**src/rtl/piso_shift_tx_if.sv**
```systemverilog
// Load handshake, shift enable and serial output bundle
// for the PISO shift transmitter.
interface piso_shift_tx_if #(
    parameter int WIDTH = 4
);
    logic [WIDTH-1:0] D;
    logic             load_valid;
    logic             load_ready;
    logic             en;
    logic             Q;
    logic             q_valid;
    logic             done;

    modport master (
        output D, load_valid, en,
        input  load_ready, Q, q_valid, done
    );

    modport slave (
        input  D, load_valid, en,
        output load_ready, Q, q_valid, done
    );
endinterface

```
**src/rtl/piso_shift_tx.sv**
```systemverilog
// Parallel-in serial-out transmitter: LSB first, one bit
// per enabled clock, back-to-back frames without a gap.
module piso_shift_tx #(
    parameter int WIDTH = 4
) (
    input  logic                 clk,
    input  logic                 rst_n,
    piso_shift_tx_if.slave       bus
);
    localparam int CW = (WIDTH > 2) ? $clog2(WIDTH) : 1;
    localparam logic [CW-1:0] LAST = CW'(WIDTH - 1);

    typedef enum logic {IDLE, SHIFT} state_t;

    state_t           state_q, state_d;
    logic [WIDTH-1:0] sreg_q, sreg_d;
    logic [CW-1:0]    cnt_q, cnt_d;
    logic             done_q, done_d;

    logic last;
    logic ready;
    logic accept;

    assign last   = (state_q == SHIFT) & bus.en & (cnt_q == LAST);
    assign ready  = (state_q == IDLE) | last;
    assign accept = bus.load_valid & ready;

    always_ff @(posedge clk or negedge rst_n) begin
        if (!rst_n) begin
            state_q <= IDLE;
            sreg_q  <= '0;
            cnt_q   <= '0;
            done_q  <= 1'b0;
        end else begin
            state_q <= state_d;
            sreg_q  <= sreg_d;
            cnt_q   <= cnt_d;
            done_q  <= done_d;
        end
    end

    always_comb begin
        state_d = state_q;
        unique case (state_q)
            IDLE:  if (accept) state_d = SHIFT;
            SHIFT: if (last && !bus.load_valid) state_d = IDLE;
            default: state_d = IDLE;
        endcase
    end

    // A load in the last-bit cycle reloads in place of the drain.
    always_comb begin
        sreg_d = sreg_q;
        cnt_d  = cnt_q;
        done_d = last;
        if (accept) begin
            sreg_d = bus.D;
            cnt_d  = '0;
        end else if (last) begin
            sreg_d = '0;
            cnt_d  = '0;
        end else if ((state_q == SHIFT) && bus.en) begin
            sreg_d = {1'b0, sreg_q[WIDTH-1:1]};
            cnt_d  = cnt_q + 1'b1;
        end
    end

    always_comb begin
        bus.load_ready = ready;
        bus.Q          = sreg_q[0];
        bus.q_valid    = (state_q == SHIFT);
        bus.done       = done_q;
    end
endmodule

```
**src/flat_wrapper.sv**
```systemverilog
// flat-port wrapper written by rule: the top's interface ports become plain ports
module piso_shift_tx_flat 
#(
    parameter int WIDTH = 4
)
  (clk, rst_n, bus_D, bus_load_valid, bus_en, bus_load_ready, bus_Q, bus_q_valid, bus_done);
  piso_shift_tx_if #(.WIDTH(WIDTH)) bus_i ();
  input  logic clk;
  input  logic rst_n;
  input wire logic [$bits(bus_i.D)-1:0] bus_D;
  input wire logic [$bits(bus_i.load_valid)-1:0] bus_load_valid;
  input wire logic [$bits(bus_i.en)-1:0] bus_en;
  output wire logic [$bits(bus_i.load_ready)-1:0] bus_load_ready;
  output wire logic [$bits(bus_i.Q)-1:0] bus_Q;
  output wire logic [$bits(bus_i.q_valid)-1:0] bus_q_valid;
  output wire logic [$bits(bus_i.done)-1:0] bus_done;
  assign bus_i.D = bus_D;
  assign bus_i.load_valid = bus_load_valid;
  assign bus_i.en = bus_en;
  assign bus_load_ready = bus_i.load_ready;
  assign bus_Q = bus_i.Q;
  assign bus_q_valid = bus_i.q_valid;
  assign bus_done = bus_i.done;
  piso_shift_tx #(.WIDTH(WIDTH)) u_core (.clk(clk), .rst_n(rst_n), .bus(bus_i));
endmodule
```
**config.mk**
```make
export PLATFORM = sky130hd
export DESIGN_NAME = piso_shift_tx_flat
export DESIGN_NICKNAME = d
export VERILOG_FILES = /design/src/rtl/piso_shift_tx_if.sv /design/src/rtl/piso_shift_tx.sv /design/src/flat_wrapper.sv
export SDC_FILE = /design/constraint.sdc
export NUM_CORES = 1
export LEC_CHECK = 0
export BUFFER_PORTS_ARGS = -buffer_cell sky130_fd_sc_hd__clkbuf_2
export CORE_AREA = 2 2 39 41
export CTS_CLUSTER_SIZE = 16
export DETAILED_ROUTE_END_ITERATION = 6
export DIE_AREA = 0 0 41 43
export HOLD_SLACK_MARGIN = 0.05
export SLEW_MARGIN = 20
export SYNTH_ARGS = -nofsm -noshare
export SYNTH_HDL_FRONTEND = slang
export SYNTH_SLANG_ARGS = --single-unit
```
**constraint.sdc**
```tcl
create_clock -name clk -period 1.65 [get_ports clk]
set_clock_uncertainty 0.2 [all_clocks]
set_input_delay 0.0825 -clock clk [delete_from_list [all_inputs] [get_ports clk]]
set_output_delay 0.0825 -clock clk [all_outputs]
set_load 0.05 [all_outputs]
```
==> flow_metrics.tcl, run 1 <==
set metrics [dict create \
    ys_warn_count 0 \
    grt_setup_unrepaired "no" \
    fp.dieW_um 41 \
    cp.arrival_ns 1.30 \
    yosys.area_share.simple_pct 22.56 \
    fmax_mhz 630.1 \
    path_buf_inv 1 \
    root_buffer "clkbuf_4" \
    antenna_found_initial 0 \
    synth_cell_type_count 18 \
    area_growth_pct 47.56 \
    worstPathCellList "ha_2 -> a21bo_4 -> buf_4" \
    drv_slew 0 \
    first_pass_iters 2 \
    grt_usage_pct 12.53 \
    fin_cells 76 \
    grt_max_degree 10 \
    via_count 359 \
    cp-start-kind "register" \
    synthCells 36 \
    placementRows 14 \
    worst_slack_ns 0.06282 \
    n_fill_cell 137 \
    io_pins 12 \
    hold_viol 0 \
    wl_per_cell_um 10.82 \
    ys_ff_latch 8 \
    pre_cts_slack_ns 0.1482 \
    slew_headroom_pct 76.37 \
    p_int_mw 0.5405 \
    p_seq_share_pct 35.1 \
    switching_share_pct 38.61 \
    syn_nets 45 \
    synth_top_family_by_area "simple AND/OR/NAND/NOR gates" \
    dp.cells 63 \
    cp_top_family "flip-flops" \
    grt-ovfl-total 0 \
    required_ns 1.37 \
    seq_area_frac_synth_pct 48.78 \
    tightest_slew_ns 0.3533 \
    cts_made_buffers 3 \
    portBuffers 11 \
    cts.sink_count 8 \
    yosys.area_share.xor_xnor_pct 0 \
    p_clk_share_pct 18.4 \
    outcome "finished clean" \
    crit_type "register to output pin" \
    synth_adder_area_share_pct 3.049 \
    hp-class "register to register" \
    power.density_nw_per_um2 1454 \
    start_util_pct 29.66 \
    power.switching_mw 0.3399 \
    syn_area_per_cell_um2 11.40 \
    peakVddDrop_mv 0.8298 \
    fin_nets 70 \
    grt_pass1_vias 341 \
    htree_levels 1 \
    fin_setup_tns_ns 0 \
    synth.area.mux_share_pct 6.098 \
    drt_iter0_markers 3 \
    clkSlewWorstSetupHoldPaths_ns 0.05 \
    cp-end-kind "output pin" \
    cp_slowest_stage_delay_ns 0.39 \
    cts_tree "done" \
    routed_via_density 4.724 \
    core_area_um2 1384 \
    synth_compound_area_share_pct 17.68 \
    setup_violations 0 \
    maxCapViolCount 0 \
    gp_congestion 0.7053 \
    drt-total-wl_um 822 \
    min_period_ns 1.587 \
    cp_max_fo 6 \
    cpMaxStageDelayCell "dfrtp_1" \
    clk_latency_ns 0.25 \
    final_util_pct 43.76 \
    dieArea_um2 1763 \
    hold_slack_ns 0.3463 \
    synth_area_um2 410.4 \
    die_h_um 43 \
    diodes 0 \
    power_frac_comb_pct 46.5 \
    grt_first_pass_wirelength_um 1407 \
    p_leak_nw 0.2783 \
    ant_nets 0 \
    drcViolationCount 0 \
    cts_buffer_depth 2 \
    drive_gt1_share_pct 40.00 \
    fin_crit_sh_pct 96.19 \
]
==> path summary, 6_finish.rpt <==
kind,cells past startpoint,slack [ns],to,from
max,3,0.06,bus_load_ready,u_core.cnt_q[0]
min,1,0.35,u_core.cnt_q[0],u_core.cnt_q[0]
max reg2reg,4,0.21,u_core.sreg_q[3],u_core.cnt_q[0]
min reg2reg,1,0.35,u_core.cnt_q[0],u_core.cnt_q[0]
max in group asynchronous,3,0.38,u_core.bus.q_valid,rst_n
min in group asynchronous,3,0.59,u_core.bus.done,rst_n
==> cells by family (layout without fill, tap and decap cells) <==
kind of cell | count (synthesis) | after routing
fa+ha+maj | 1 | 1
buf+inv | 2 | 26
simple gates | 16 | 16
mux | 2 | 2
flops | 8 | 8
compound gates | 7 | 7
==> worst reg2reg max path, cell delays in order, from the launching register on <==
cell	delay, ns
dfrtp_1	0.39
ha_2	0.22
a21bo_4	0.24
and2_4	0.17
o2bb2ai_2	0.11
==> flip-flops by register name, indices dropped and copies added, names as in the netlist <==
| signal | cells |
|---|---|
| u_core.cnt_q | 2 |
| u_core.sreg_q | 4 |
| u_core.bus.q_valid | 1 |
| u_core.bus.done | 1 |
==> stage by stage <==
stage	power [mW]	area, um^2
after detailed placement	0.6856	486.7
after floorplan	0.6041	411.6
after global placement	0.6832	486.7
after global routing	0.9502	605.6
after CTS	0.8754	598.1
final	0.8803	605.6
==> power groups by stage <==
stage,Combinational (mW),Sequential [mW],Clock [mW]
2_1_floorplan,0.224,0.380,0
4_1_cts,0.395,0.311,0.169
5_1_grt,0.445,0.315,0.190
3_3_place_gp,0.370,0.313,0
6_report,0.410,0.309,0.162
3_5_place_dp,0.372,0.314,0
==> synthesized netlist by cell type <==
master	count	area share, %
dfrtp_1	8	49
nor2_1	4	3.7
a31oi_1	3	4.6
nand3_1	3	3.7
nand3b_1	3	5.5
inv_1	2	1.8
nand2b_1	2	3.0
a21bo_4	1	4.0
a22o_2	1	2.4
and2_4	1	2.1
and3_2	1	1.8
ha_1	1	3.0
mux2_4	1	3.7
mux2i_1	1	2.4
nand2_1	1	0.91
o22ai_2	1	3.0
o2bb2ai_2	1	3.7
or2b_1	1	1.8
==> cells in the final DEF, fill, tap and decap left out <==
cell type | synthesis | layout
buf_4 | 0 | 2
dfrtp_1 | 8 | 7
dfrtp_2 | 0 | 1
inv_1 | 2 | 2
clkbuf_1 | 0 | 1
and3_2 | 1 | 1
clkbuf_4 | 0 | 3
mux2i_1 | 1 | 1
nand2b_1 | 2 | 2
o2bb2ai_2 | 1 | 1
nand3b_1 | 3 | 3
and2_4 | 1 | 1
dlygate4sd3_1 | 0 | 8
o22ai_2 | 1 | 1
a21bo_4 | 1 | 1
nand2_1 | 1 | 1
mux2_4 | 1 | 1
nor2_1 | 4 | 4
nand3_1 | 3 | 3
ha_2 | 0 | 1
a31oi_1 | 3 | 3
or2b_1 | 1 | 1
a22o_2 | 1 | 1
clkbuf_2 | 0 | 10
==> cell type report <==
| cell class | instances | area (um^2) | area share (%) |
|---|---|---|---|
| sequential | 8 | 201.4 | 33.26 |
| inverter | 2 | 7.507 | 1.240 |
| multi-input combinational | 26 | 205.2 | 33.88 |
| tap | 16 | 20.02 | 3.306 |
| timing repair buffer | 20 | 145.1 | 23.97 |
| clock buffer | 4 | 26.28 | 4.339 |
==> metal layers <==
layer,track usage [%],vias to the layer above,part of all wire (%)
met5,0,-,0
met4,4.000,0,0
met3,9.424,0,9.1
met2,18.13,13,47
met1,13.77,166,44
li1,-,180,-
==> timing repair <==
| action | in CTS | in global routing |
|---|---|---|
| gates resized for setup | 2 | 1 |
| hold endpoints to repair | 14 | 0 |
| gates cloned | 0 | 0 |
| hold buffers | 8 | 0 |
| buffers inserted | 0 | 1 |
| setup endpoints to repair | 1 | 1 |
Note: power is estimated with default switching activity, not from simulation.
==> inputs of run 2 (changes only) <==
--- a/config.mk
+++ b/config.mk
@@ -5,6 +5,7 @@
 export SDC_FILE = /design/constraint.sdc
 export NUM_CORES = 1
 export LEC_CHECK = 0
+export ABC_AREA = 1
 export BUFFER_PORTS_ARGS = -buffer_cell sky130_fd_sc_hd__clkbuf_2
 export CORE_AREA = 2 2 39 41
 export CTS_CLUSTER_SIZE = 16
==> flow_metrics.tcl, run 2 <==
set metrics [dict create \
    outcome "finished clean" \
    grt_pass1_vias 350 \
    drt-total-wl_um 888 \
    maxCapViolCount 0 \
    hp-class "register to register" \
    grt-ovfl-total 0 \
    syn_area_per_cell_um2 8.616 \
    synth_top_area_share_pct 52.81 \
    wl_per_cell_um 10.83 \
    dp.cells 71 \
    cp_top_family "flip-flops" \
    r2r-end "u_core.sreg_q[1]" \
    dp_hpwl_um 651.1 \
    synth_area_um2 379.1 \
    fin_setup_tns_ns 0 \
    routed_via_density 4.549 \
    setup_violations 0 \
    hold_end "u_core.cnt_q[0]" \
    fmax_mhz 633.0 \
    fin_nets 77 \
    portBuffers 11 \
    synth_edf_count 0 \
    cts_tree "done" \
    synthTopCellsByArea "dfrtp_1, nand3_1, inv_1, nor2_1, o21ai_0" \
    fin_cells 82 \
    r2r_slack_ns 0.33 \
    required_ns 1.37 \
    start_util_pct 27.40 \
    post_cts_buffers 0 \
    synth_top_area_cell "dfrtp_1" \
    synthTopCellsByCount "dfrtp_1, nand3_1, inv_1, nor2_1" \
    final_common_cell "clkbuf_2" \
    cp-startpoint "u_core.cnt_q[0]" \
    die_h_um 43 \
    diodes 0 \
    cp_slowest_stage_delay_ns 0.36 \
    async_reset_ff_share_pct 100.0 \
    worstPathCellList "ha_2 -> nand3_2 -> nand2_2 -> buf_4" \
    synth-main-ff-cell "dfrtp_1" \
    register_area_um2 200.2 \
    seq_area_frac_synth_pct 52.81 \
    first_pass_iters 4 \
    cp_max_fo 7 \
    largest_reg_flops 4 \
    cts_made_buffers 3 \
    io_pins 12 \
    drcViolationCount 0 \
    r2r-start "u_core.cnt_q[0]" \
    min_period_ns 1.580 \
    reg_top3 "u_core.sreg_q: 4 flops, u_core.cnt_q: 2 flops" \
    antenna_found_initial 0 \
    multi_input_area_um2 158.9 \
    mostFrequentLayoutCells "clkbuf_2, dlygate4sd3_1, dfrtp_1" \
    root_buffer "clkbuf_4" \
    placementRows 14 \
    htree_levels 1 \
    power.density_nw_per_um2 1462 \
    fp.dieW_um 41 \
    grt_setup_unrepaired "no" \
    clk_latency_ns 0.25 \
    cp-end-kind "output pin" \
    cp.arrival_ns 1.30 \
    gp_congestion 0.7174 \
    path_buf_inv 1 \
    synthCells 44 \
    path_depth 4 \
    cp-start-kind "register" \
    fin_crit_sh_pct 95.75 \
    yosysMostFrequentCell "dfrtp_1" \
    ant_nets 0 \
    clkSlewWorstSetupHoldPaths_ns 0.05 \
    ff2ff_path_depth 5 \
    core_area_um2 1384 \
    cpMaxStageDelayCell "dfrtp_1" \
    crit_type "register to output pin" \
    hold_viol 0 \
    ys_warn_count 0 \
    n_fill_cell 146 \
    tightest_slew_ns 0.3897 \
    area_growth_pct 48.18 \
    hp-start "u_core.cnt_q[0]" \
    via_count 373 \
    drive_gt1_share_pct 28.79 \
    largest_register "u_core.sreg_q" \
    grt_usage_pct 12.16 \
    synth_cell_type_count 11 \
    peakVddDrop_mv 0.4536 \
    drv_slew 0 \
    grt_max_degree 9 \
    cts_buffer_depth 2 \
    grt_first_pass_wirelength_um 1373 \
    min_path_cells 1 \
    slew_headroom_pct 73.94 \
    ys_ff_latch 8 \
    p_leak_nw 0.2896 \
    cts.sink_count 8 \
    drt_iter0_markers 7 \
    dieArea_um2 1763 \
    syn_nets 53 \
]
[run 2: changes by cell type in the layout (fill, tap and decap cells not counted), moves of 3 or more]
| cell | change |
|---|---|
| inv_1 | +4 |
| nand3_1 | +4 |
| o21ai_0 | +4 |
| a21oi_1 | +3 |
| a31oi_1 | -3 |
| nand2_1 | +3 |
| nand2_2 | +3 |
| nand3b_1 | -3 |
[run 2: worst max path at each step]
stage                                 end  slack [ns]
after floorplan           u_core.cnt_q[1]        0.03
after global placement     bus_load_ready        0.26
after detailed placement   bus_load_ready        0.22
after CTS                  bus_load_ready        0.03
after global routing       bus_load_ready       0.002
final                      bus_load_ready        0.07
[run 2: what timing repair did]
action / CTS / global route
hold buffers: 8 / 0
cloned: 0 / 0
endpoints found under the hold margin: 15 / 0
setup endpoints to repair: 1 / 1
resized for setup: 2 / 1
[run 2: worst reg2reg max path: cells and delay by family, from the launching register on]
family	cells	cell delay, ns
AOI/OAI and AO/OA	1	0.13
adders and majority gates	1	0.24
DFF	1	0.36
and+or+nand+nor	3	0.32
[run 2: cells by family after synthesis]
logic type | synth area share (%)
AND/OR/NAND/NOR | 26.73
buffers and inverters | 5.940
flip-flops | 52.80
AO/OA/AOI/OAI | 11.22
adder cells (fa/ha/maj) | 3.300
[run 2: area by class of cell]
type / instances / area share, %
well taps: 16 / 3.563
flip-flops and latches: 8 / 35.63
repair buffers: 19 / 24.50
multi-input cells: 30 / 28.28
clock buffers: 3 / 4.009
inverters: 6 / 4.009
[run 2: layer usage]
layer | vias to the layer above | share of wire (%) | track usage (%)
met5 | - | 0 | 0
met4 | 0 | 1.2 | 8.000
met3 | 2 | 3.9 | 3.141
met2 | 11 | 47 | 17.81
met1 | 170 | 47 | 14.90
li1 | 190 | - | -
[run 2: power by group]
group          internal [mW]  switching (mW)  total, mW  leakage (nW)
registers              0.268          0.0394      0.308        0.0964
clock network         0.0831          0.0645      0.148        0.0138
logic                  0.122           0.244      0.366         0.179
[run 2: stage by stage]
| stage | setup slack (ns) | instance area [um^2] | hold slack (ns) | total power, mW | utilization [%] |
|---|---|---|---|---|---|
| after global routing | 0.002367 | 561.8 | 0.3147 | 0.8847 | 40.60 |
| after detailed placement | 0.2191 | 454.2 | -0.2569 | 0.6567 | 32.82 |
| after floorplan | 0.02887 | 379.1 | -0.4131 | 0.5698 | - |
| after global placement | 0.2592 | 454.2 | -0.2582 | 0.6513 | 32.82 |
| after CTS | 0.03018 | 561.8 | 0.3001 | 0.8309 | 40.60 |
| final | 0.07017 | 561.8 | 0.2945 | 0.8213 | 40.60 |
